`src/rtl/phy_crc_stream_tx_rx.sv`:
```
// Streaming reflected-CRC unit: TX passes payload through and appends ~CRC,
// RX absorbs payload plus CRC and compares the register against a residue.
module phy_crc_stream_tx_rx #(
  parameter int               DATA_W  = 8,
  parameter int               CRC_W   = 32,
  parameter logic [CRC_W-1:0] POLY    = 32'hEDB88320,
  parameter logic [CRC_W-1:0] INIT    = '1,
  parameter logic [CRC_W-1:0] RESIDUE = 32'hDEBB20E3
) (
  input  logic              clk,
  input  logic              rst,
  input  logic              mode,
  input  logic              abort,
  input  logic              in_valid,
  output logic              in_ready,
  input  logic [DATA_W-1:0] in_data,
  input  logic              in_last,
  output logic              out_valid,
  input  logic              out_ready,
  output logic [DATA_W-1:0] out_data,
  output logic              out_last,
  output logic [CRC_W-1:0]  crc_value,
  output logic              crc_done,
  output logic              crc_ok,
  output logic              busy
);

  localparam int NWORDS = CRC_W / DATA_W;
  localparam int CNT_W  = (NWORDS > 1) ? $clog2(NWORDS) : 1;
  localparam logic [CNT_W-1:0] CNT_LAST = CNT_W'(NWORDS - 1);

  typedef enum logic [1:0] {
    ST_IDLE   = 2'd0,
    ST_DATA   = 2'd1,
    ST_APPEND = 2'd2,
    ST_RXEND  = 2'd3
  } state_t;

  state_t             state_r, state_nxt_s;
  logic [CRC_W-1:0]   crc_r, frame_r, crc_base_s, crc_upd_s;
  logic [CNT_W-1:0]   cnt_r;
  logic               mode_r, mode_s, accept_s, out_xfer_s;

  // One DATA_W-bit word through the LSB-first reflected LFSR, fully unrolled.
  function automatic logic [CRC_W-1:0] crc_step(input logic [CRC_W-1:0] c,
                                                input logic [DATA_W-1:0] d);
    logic [CRC_W-1:0] r;
    r = c;
    for (int i = 0; i < DATA_W; i++) begin
      if (r[0] ^ d[i]) begin
        r = (r >> 1) ^ POLY;
      end else begin
        r = r >> 1;
      end
    end
    return r;
  endfunction

  // Handshake and stream outputs; abort and reset block any transfer.
  always_comb begin
    in_ready   = 1'b0;
    out_valid  = 1'b0;
    out_data   = '0;
    out_last   = 1'b0;
    mode_s     = (state_r == ST_IDLE) ? mode : mode_r;
    crc_base_s = (state_r == ST_IDLE) ? INIT : crc_r;
    crc_upd_s  = crc_step(crc_base_s, in_data);
    case (state_r)
      ST_IDLE, ST_DATA: begin
        if (mode_s) begin
          in_ready  = out_ready;
          out_valid = in_valid;
          out_data  = in_data;
        end else begin
          in_ready  = 1'b1;
        end
      end
      ST_APPEND: begin
        out_valid = 1'b1;
        out_data  = frame_r[DATA_W-1:0];
        out_last  = (cnt_r == CNT_LAST);
      end
      ST_RXEND: begin
        in_ready  = 1'b0;
      end
      default: begin
        in_ready  = 1'b0;
      end
    endcase
    if (rst || abort) begin
      in_ready  = 1'b0;
      out_valid = 1'b0;
    end else begin
      in_ready  = in_ready;
    end
    accept_s   = in_valid && in_ready;
    out_xfer_s = out_valid && out_ready;
  end

  // Next-state selection; abort overrides every transition.
  always_comb begin
    state_nxt_s = state_r;
    case (state_r)
      ST_IDLE, ST_DATA: begin
        if (accept_s && in_last) begin
          state_nxt_s = mode_s ? ST_APPEND : ST_RXEND;
        end else if (accept_s) begin
          state_nxt_s = ST_DATA;
        end else begin
          state_nxt_s = state_r;
        end
      end
      ST_APPEND: begin
        if (out_xfer_s && out_last) begin
          state_nxt_s = ST_IDLE;
        end else begin
          state_nxt_s = ST_APPEND;
        end
      end
      ST_RXEND: state_nxt_s = ST_IDLE;
      default:  state_nxt_s = ST_IDLE;
    endcase
    if (abort) begin
      state_nxt_s = ST_IDLE;
    end else begin
      state_nxt_s = state_nxt_s;
    end
  end

  // State, CRC register, latched mode and the append shift register/counter.
  always_ff @(posedge clk) begin
    if (rst) begin
      state_r <= ST_IDLE;
      crc_r   <= INIT;
      frame_r <= '0;
      cnt_r   <= '0;
      mode_r  <= 1'b0;
    end else if (abort) begin
      state_r <= ST_IDLE;
      crc_r   <= INIT;
      cnt_r   <= '0;
    end else begin
      state_r <= state_nxt_s;
      if (accept_s) begin
        crc_r <= crc_upd_s;
        cnt_r <= '0;
        if (state_r == ST_IDLE) begin
          mode_r <= mode;
        end
        // F is frozen here so the appended words cannot move under backpressure.
        if (in_last && mode_s) begin
          frame_r <= ~crc_upd_s;
        end
      end else if ((state_r == ST_APPEND) && out_xfer_s) begin
        frame_r <= frame_r >> DATA_W;
        if (out_last) begin
          cnt_r <= '0;
          crc_r <= INIT;
        end else begin
          cnt_r <= cnt_r + CNT_W'(1);
        end
      end else if (state_r == ST_RXEND) begin
        crc_r <= INIT;
      end
    end
  end

  assign crc_value = crc_r;
  assign crc_done  = (state_r == ST_RXEND);
  assign crc_ok    = (state_r == ST_RXEND) && (crc_r == RESIDUE);
  assign busy      = (state_r != ST_IDLE);

endmodule

```
`config.mk`:
```
export PLATFORM = sky130hd
export DESIGN_NAME = phy_crc_stream_tx_rx
export DESIGN_NICKNAME = d
export VERILOG_FILES = /design/src/rtl/phy_crc_stream_tx_rx.sv
export SDC_FILE = /design/constraint.sdc
export NUM_CORES = 1
export LEC_CHECK = 0
export BUFFER_PORTS_ARGS = -buffer_cell sky130_fd_sc_hd__buf_2
export CAP_MARGIN = 30
export CELL_PAD_IN_SITES_DETAIL_PLACEMENT = 1
export CELL_PAD_IN_SITES_GLOBAL_PLACEMENT = 1
export CORE_UTILIZATION = 48
export DETAILED_ROUTE_END_ITERATION = 7
export PLACE_DENSITY_LB_ADDON = 0.1
export RECOVER_POWER = 25
export SLEW_MARGIN = 20
export SYNTH_ARGS = -nofsm -noshare
export SYNTH_HDL_FRONTEND = slang
export SYNTH_SLANG_ARGS = --single-unit
export TNS_END_PERCENT = 1
```
`constraint.sdc`:
```
create_clock -name clk -period 4.4 [get_ports clk]
set_input_delay 1.32 -clock clk [delete_from_list [all_inputs] [get_ports clk]]
set_output_delay 1.32 -clock clk [all_outputs]
set_load 0.02 [all_outputs]
```
Yosys cells after proc, flatten, opt, wreduce, memory -nomap -nowiden
Cells that the tools add are included.
Operators by class
  $add $sub $neg: 1
  equality and inequality tests: 8
  multiplexer cells: 32
  bitwise logic cells: 18
  reduce and logical (&&, ||, !) cells: 18
Operators by type and width (number)
  32-bit two-way mux: 16
  13-bit inverter with 14-bit output: 8
  32-bit equality test (second input constant): 1
  32-bit inverter: 1
  8-bit case mux with 2 select lines: 1
  1-bit two-way mux: 8
  2-bit two-way mux: 4
  8-bit two-way mux: 1
  1-bit XOR: 8
  1-bit logical AND: 7
  2-bit equality test (second input constant): 3
  3-bit != test (second input constant): 2
  2-bit case mux with 3 select lines: 1
  2-bit AND reduction: 2
  2-bit nonzero test: 2
  2-bit OR reduction: 2
  3-bit AND reduction: 1
  3-bit nonzero test: 1
  3-bit OR reduction: 1
  2-bit by 1-bit adder with 2-bit output (second input constant): 1
  2-bit by 1-bit equality test with 1-bit output (second input constant): 1
  2-bit logical NOT: 1
  2-bit by 1-bit != test with 1-bit output (second input constant): 1
  1-bit case mux with 2 select lines: 1
  other kinds (2): 2
Word-level totals
  register bits after elaboration: 69
  output and inout port bits: 46
  word-level logic and storage cells: 82

Logic depth before layout (Yosys ltp)
  depth in word-level cells: 21
  gate-level depth with buffers: 9

Worst setup path after synthesis
OpenSTA, ideal clock, no wires.
  kind: input-to-output
  start: input port rst
  end: output port out_valid
  arrival: 2.178 ns
  required time: 3.080 ns
  slack: 0.902 ns
  cell stages on the path: 3
  path through: buf_2 -> clkbuf_1 -> nor3_1
Between the ends
  longest elaborated chain between the ends: 2
Ends and longest elaborated chain
  start: declaration: line 11  | input logic rst,
  1-bit logical OR: line 90  | if (rst || abort) begin
  1-bit two-way mux: line 90
  end: declaration: line 18  | output logic out_valid,
Every way passes these cells.

Worst setup path after layout
  start: register crc_r[2] (netlist: crc_value[2])
  end: output port crc_ok
Between the ends
  longest elaborated chain between the ends: 2
Ends and longest elaborated chain
  start: declaration: line 40  | logic [CRC_W-1:0] crc_r, frame_r, crc_base_s, crc_upd_s;
  start signal: assignment: line 145  | crc_r <= crc_upd_s;
  32-bit equality test: line 170  | assign crc_ok = (state_r == ST_RXEND) && (crc_r == RESIDUE);
  1-bit logical AND: line 170
  end: declaration: line 24  | output logic crc_ok,
Every way passes these cells.

==> results.md <==
- The TritonCTS clock tree is yes.
- The final reports fail on design-rule violations.
- The cell area after synthesis is 4390 sq um.
- The commonest cells after synthesis are 71 x sky130_fd_sc_hd__nor2_1, 69 x sky130_fd_sc_hd__dfxtp_1, 56 x sky130_fd_sc_hd__xnor2_1.
- Clock-pin slew was measured on the worst setup and hold paths at 80 ps.
- The finished layout holds 638 standard cells, fillers aside.
- The multi-input combinational cells in the finished layout cover a total of 2780 sq um.
- Of the total power, the share spent switching nets is 0.303.
- Among all cell types in the netlist, the one instantiated most often is sky130_fd_sc_hd__nor2_1.
- The number of antenna violations at the first check in global routing is 0.
- After routing the design area is 4890 sq um.
- Setup violations remaining at the end of the flow were counted as 0.
- The actual transition at the worst max-transition pin is 1390 ps.
- The max-slew violation count was 0.
- The global-route total usage across every layer is 0.314.
- The total length of routed wires is 14.3 mm.
- The number of hold buffers added after CTS was 0.
- Of the available clock period, the critical path in the final layout requires 0.853.
- By startpoint and endpoint, the worst setup path is classified as reg2out.
- The async set or reset register ratio after synthesis is 0.
- The wire-length estimate of the detail-placed layout is 10.2 mm.
- The final-report hold violation count is 0.
- The area share of the leading cell type in the synthesized netlist is 0.315.
- Dividing the detail-routed via count by the number of cells gives 6.03.
- Setup slack on the critical path of the routed design comes to 646 ps.
- Across the run, the number of max-cap violations was 0.
- For this block, the via count after detailed routing is 3,849.
- The number of detailed-route iterations in the first pass is 7.
- The first-pass GRT wire length is 22.3 mm.
- A synthesized cell averages 9.13 sq um.
- Synthesis produced a netlist with a net count of 497.
- Clock tree synthesis selected as its root buffer the cell sky130_fd_sc_hd__clkbuf_8.
- The critical path capture point type is a primary output.
- The overall die area is 9540 sq um.
- The final critical delay including setup and external delays is 3750 ps.
- The top cell type by total area after synthesis is sky130_fd_sc_hd__dfxtp_1.
- The worst setup path is launched from a register.
- The internal power consumption is 1.10 mW.
- After synthesis, the cell types taking the most area are sky130_fd_sc_hd__dfxtp_1 31%, sky130_fd_sc_hd__xnor2_1 11%, sky130_fd_sc_hd__xnor3_1 7.7%.
- Across the VDD grid, the largest voltage drop is 0.149 mV.
- The number of inserted filler cells in the final layout is 1,072.
- The number of synthesized flops with an enable pin is 0.
- Data on the critical path arrives at its endpoint at 2430 ps.
- Of the total synthesized cell area, the portion taken by XOR and XNOR cells is 0.282.
- The minimum setup slack after placement is 659 ps.
- The adder-cell area share of the yosys netlist is 0.00285.
- The number of register bits inferred by synthesis is 69.
- The highest attainable clock frequency is 0.266 GHz.
- The sequential-to-total area share from yosys stat is 0.315.
- Yosys printed 0 warnings.
- Summed over all nets, the switching power comes to 479 uW.
- The share of total power in combinational logic is 0.228.
- For this run, the leading register cell type out of synthesis is sky130_fd_sc_hd__dfxtp_1.
- The number of buffers created by CTS is 9.
- The type of the worst min-delay path is reg2reg.
- The number of cells traversed by the worst register-to-register path is 7.
- The floorplan step set the die width to 97.7 microns.
- The total DRC errors in the routed layout is 10.
- The post-synthesis cell count is 481.
- The vertical die dimension is 97.7 microns.
- The maximum number of pins on one net before global-route repair is 40.
- For this block, the initial DRC count from the detailed router was 233.
- Across the whole layout, storage elements account for 1380 sq um.
- In this run the worst path has a maximum fanout of 9.
- The initial utilization of the core area, before any placement, comes to 0.499.
- The share of layout cells above drive strength 1 is 0.164.
- Setup repair after global routing left no endpoint under its margin.
- The part of the total power dissipated in sequential elements is 0.413.
- At the end of the flow the core is filled with cells to 0.555.
- The post-detailed-route count of antenna-violating nets is 0.
- Of the total power, the clock network draws 0.359.
- The fraction of synthesized area in multiplexers is 0.00940.
- The final layout net count is 541.
- The congestion estimate from routability-driven global placement came to 0.819.
- In the final routed layout, each cell accounts on average for 22.4 microns.
- Buffers added to address setup during post-CTS repair amount to 0.
- The count of input and output buffers is 60.
- In this run, post-CTS repair resized a total of 0 instances.
- The number of instances in the placed design is 622.
- The minimum setup slack among reg-to-reg paths is 1270 ps.
- The repair_antennas step left the layout with diodes totalling 0.
- Once placement finished, the instance area stood at 4710 sq um.
- Between clock sinks in the finished design, the worst skew comes to 8.07 ps.
- The layout overhead on the synthesized area is 11.3%.
- Of the total synthesized cell area, the portion taken by AND, OR, NAND and NOR gates is 0.178.
- The largest family of logic cells by synthesized area is XOR/XNOR gates.
- The floorplan has 34 rows.
- Data on the critical path is required at its endpoint by 3080 ps.
- The total congestion overflow is 0.
- Clock tree synthesis found a total of 69 sinks.
- Counting distinct cell types in the post-synthesis netlist gives 61.
- After floorplanning, the core was sized to cover 8810 sq um.
- Headroom to the max-slew limit came out at 0.0718.
- The power after layout is 1.58 mW.
- The worst hold path cell count is 2.
- The number of global-route vias before repair was 3,918.
- Clock latency on the worst-skew pair, taken at its later pin, is 370 ps.
- The flow ran to the end, but the final reports show violations.
- The clock tree buffer depth is 2.
- The power per cell area is 324 nW/um^2.
- 61 I/O pins were placed.
- The synthesized-area fraction occupied by ao, oa, aoi and oai cells is 0.161.
- The setup TNS is 0 ps.
- The leakage power is 1.91 nW.
- Across all hold checks on the routed design, the worst slack comes to 458 ps.
- In this run the number of H-tree levels came out at 3.
## per-layer routing
| layer | wire length, microns | track usage |
|---|---|---|
| met5 | 0 | 0 |
| met4 | 351 | 0.117 |
| met3 | 942 | 0.0489 |
| met2 | 6670 | 0.507 |
| met1 | 6320 | 0.423 |
## registers in the layout, indices dropped and copies added, names as in the netlist
| register | flops |
|---|---|
| crc_value | 32 |
| frame_r | 32 |
| cnt_r | 2 |
| state_r | 2 |
| mode_r | 1 |
## layout make-up
class | count | area share
well taps | 108 | 0.0276
flip-flops and latches | 69 | 0.283
clock buffers | 13 | 0.0346
inverters | 2 | 0.00154
clock inverters | 3 | 0.00870
repair buffers | 74 | 0.0755
multi-input cells | 369 | 0.569
## critical path, stage by stage (launching register included)
cell	delay [ps]
sky130_fd_sc_hd__dfxtp_1	300
sky130_fd_sc_hd__buf_4	170
sky130_fd_sc_hd__or4b_2	670
sky130_fd_sc_hd__nor4_1	480
sky130_fd_sc_hd__and4_1	270
sky130_fd_sc_hd__buf_2	160
## logic make-up after synthesis
kind of cell,count (synthesis)
and+or+nand+nor,169
AOI/OAI and AO/OA,100
xor gates and xnor gates,95
DFF,69
buffers and inverters,43
muxes,4
adders and majority gates,1
## placed cells by master, fill, tap and decap left out, types with 15 or more instances in the layout
master,instances
sky130_fd_sc_hd__a21oi_1,15
sky130_fd_sc_hd__clkbuf_1,28
sky130_fd_sc_hd__xnor2_1,56
sky130_fd_sc_hd__nand2_1,44
sky130_fd_sc_hd__buf_2,34
sky130_fd_sc_hd__xnor3_1,15
sky130_fd_sc_hd__nor3_1,20
sky130_fd_sc_hd__nor2_1,70
sky130_fd_sc_hd__dfxtp_1,69
## power by group through the flow
| stage | registers [mW] | clock network, mW | logic [mW] |
|---|---|---|---|
| after floorplan | 0.670 | 0 | 0.255 |
| after global placement | 0.666 | 0 | 0.352 |
| after detailed placement | 0.667 | 0 | 0.358 |
| after CTS | 0.653 | 0.570 | 0.360 |
| after global routing | 0.655 | 0.594 | 0.379 |
| final | 0.654 | 0.569 | 0.361 |
## worst paths after layout
kind	start	end
hold / removal	frame_r[2]$_SDFFE_PP0P_	frame_r[2]$_SDFFE_PP0P_
hold reg to reg	frame_r[2]$_SDFFE_PP0P_	frame_r[2]$_SDFFE_PP0P_
setup reg to reg	state_r[0]$_SDFFE_PP0P_	frame_r[16]$_SDFFE_PP0P_
setup / recovery	crc_value[2]$_SDFFE_PP1P_	crc_ok
Note: power is estimated with default switching activity, not from simulation.
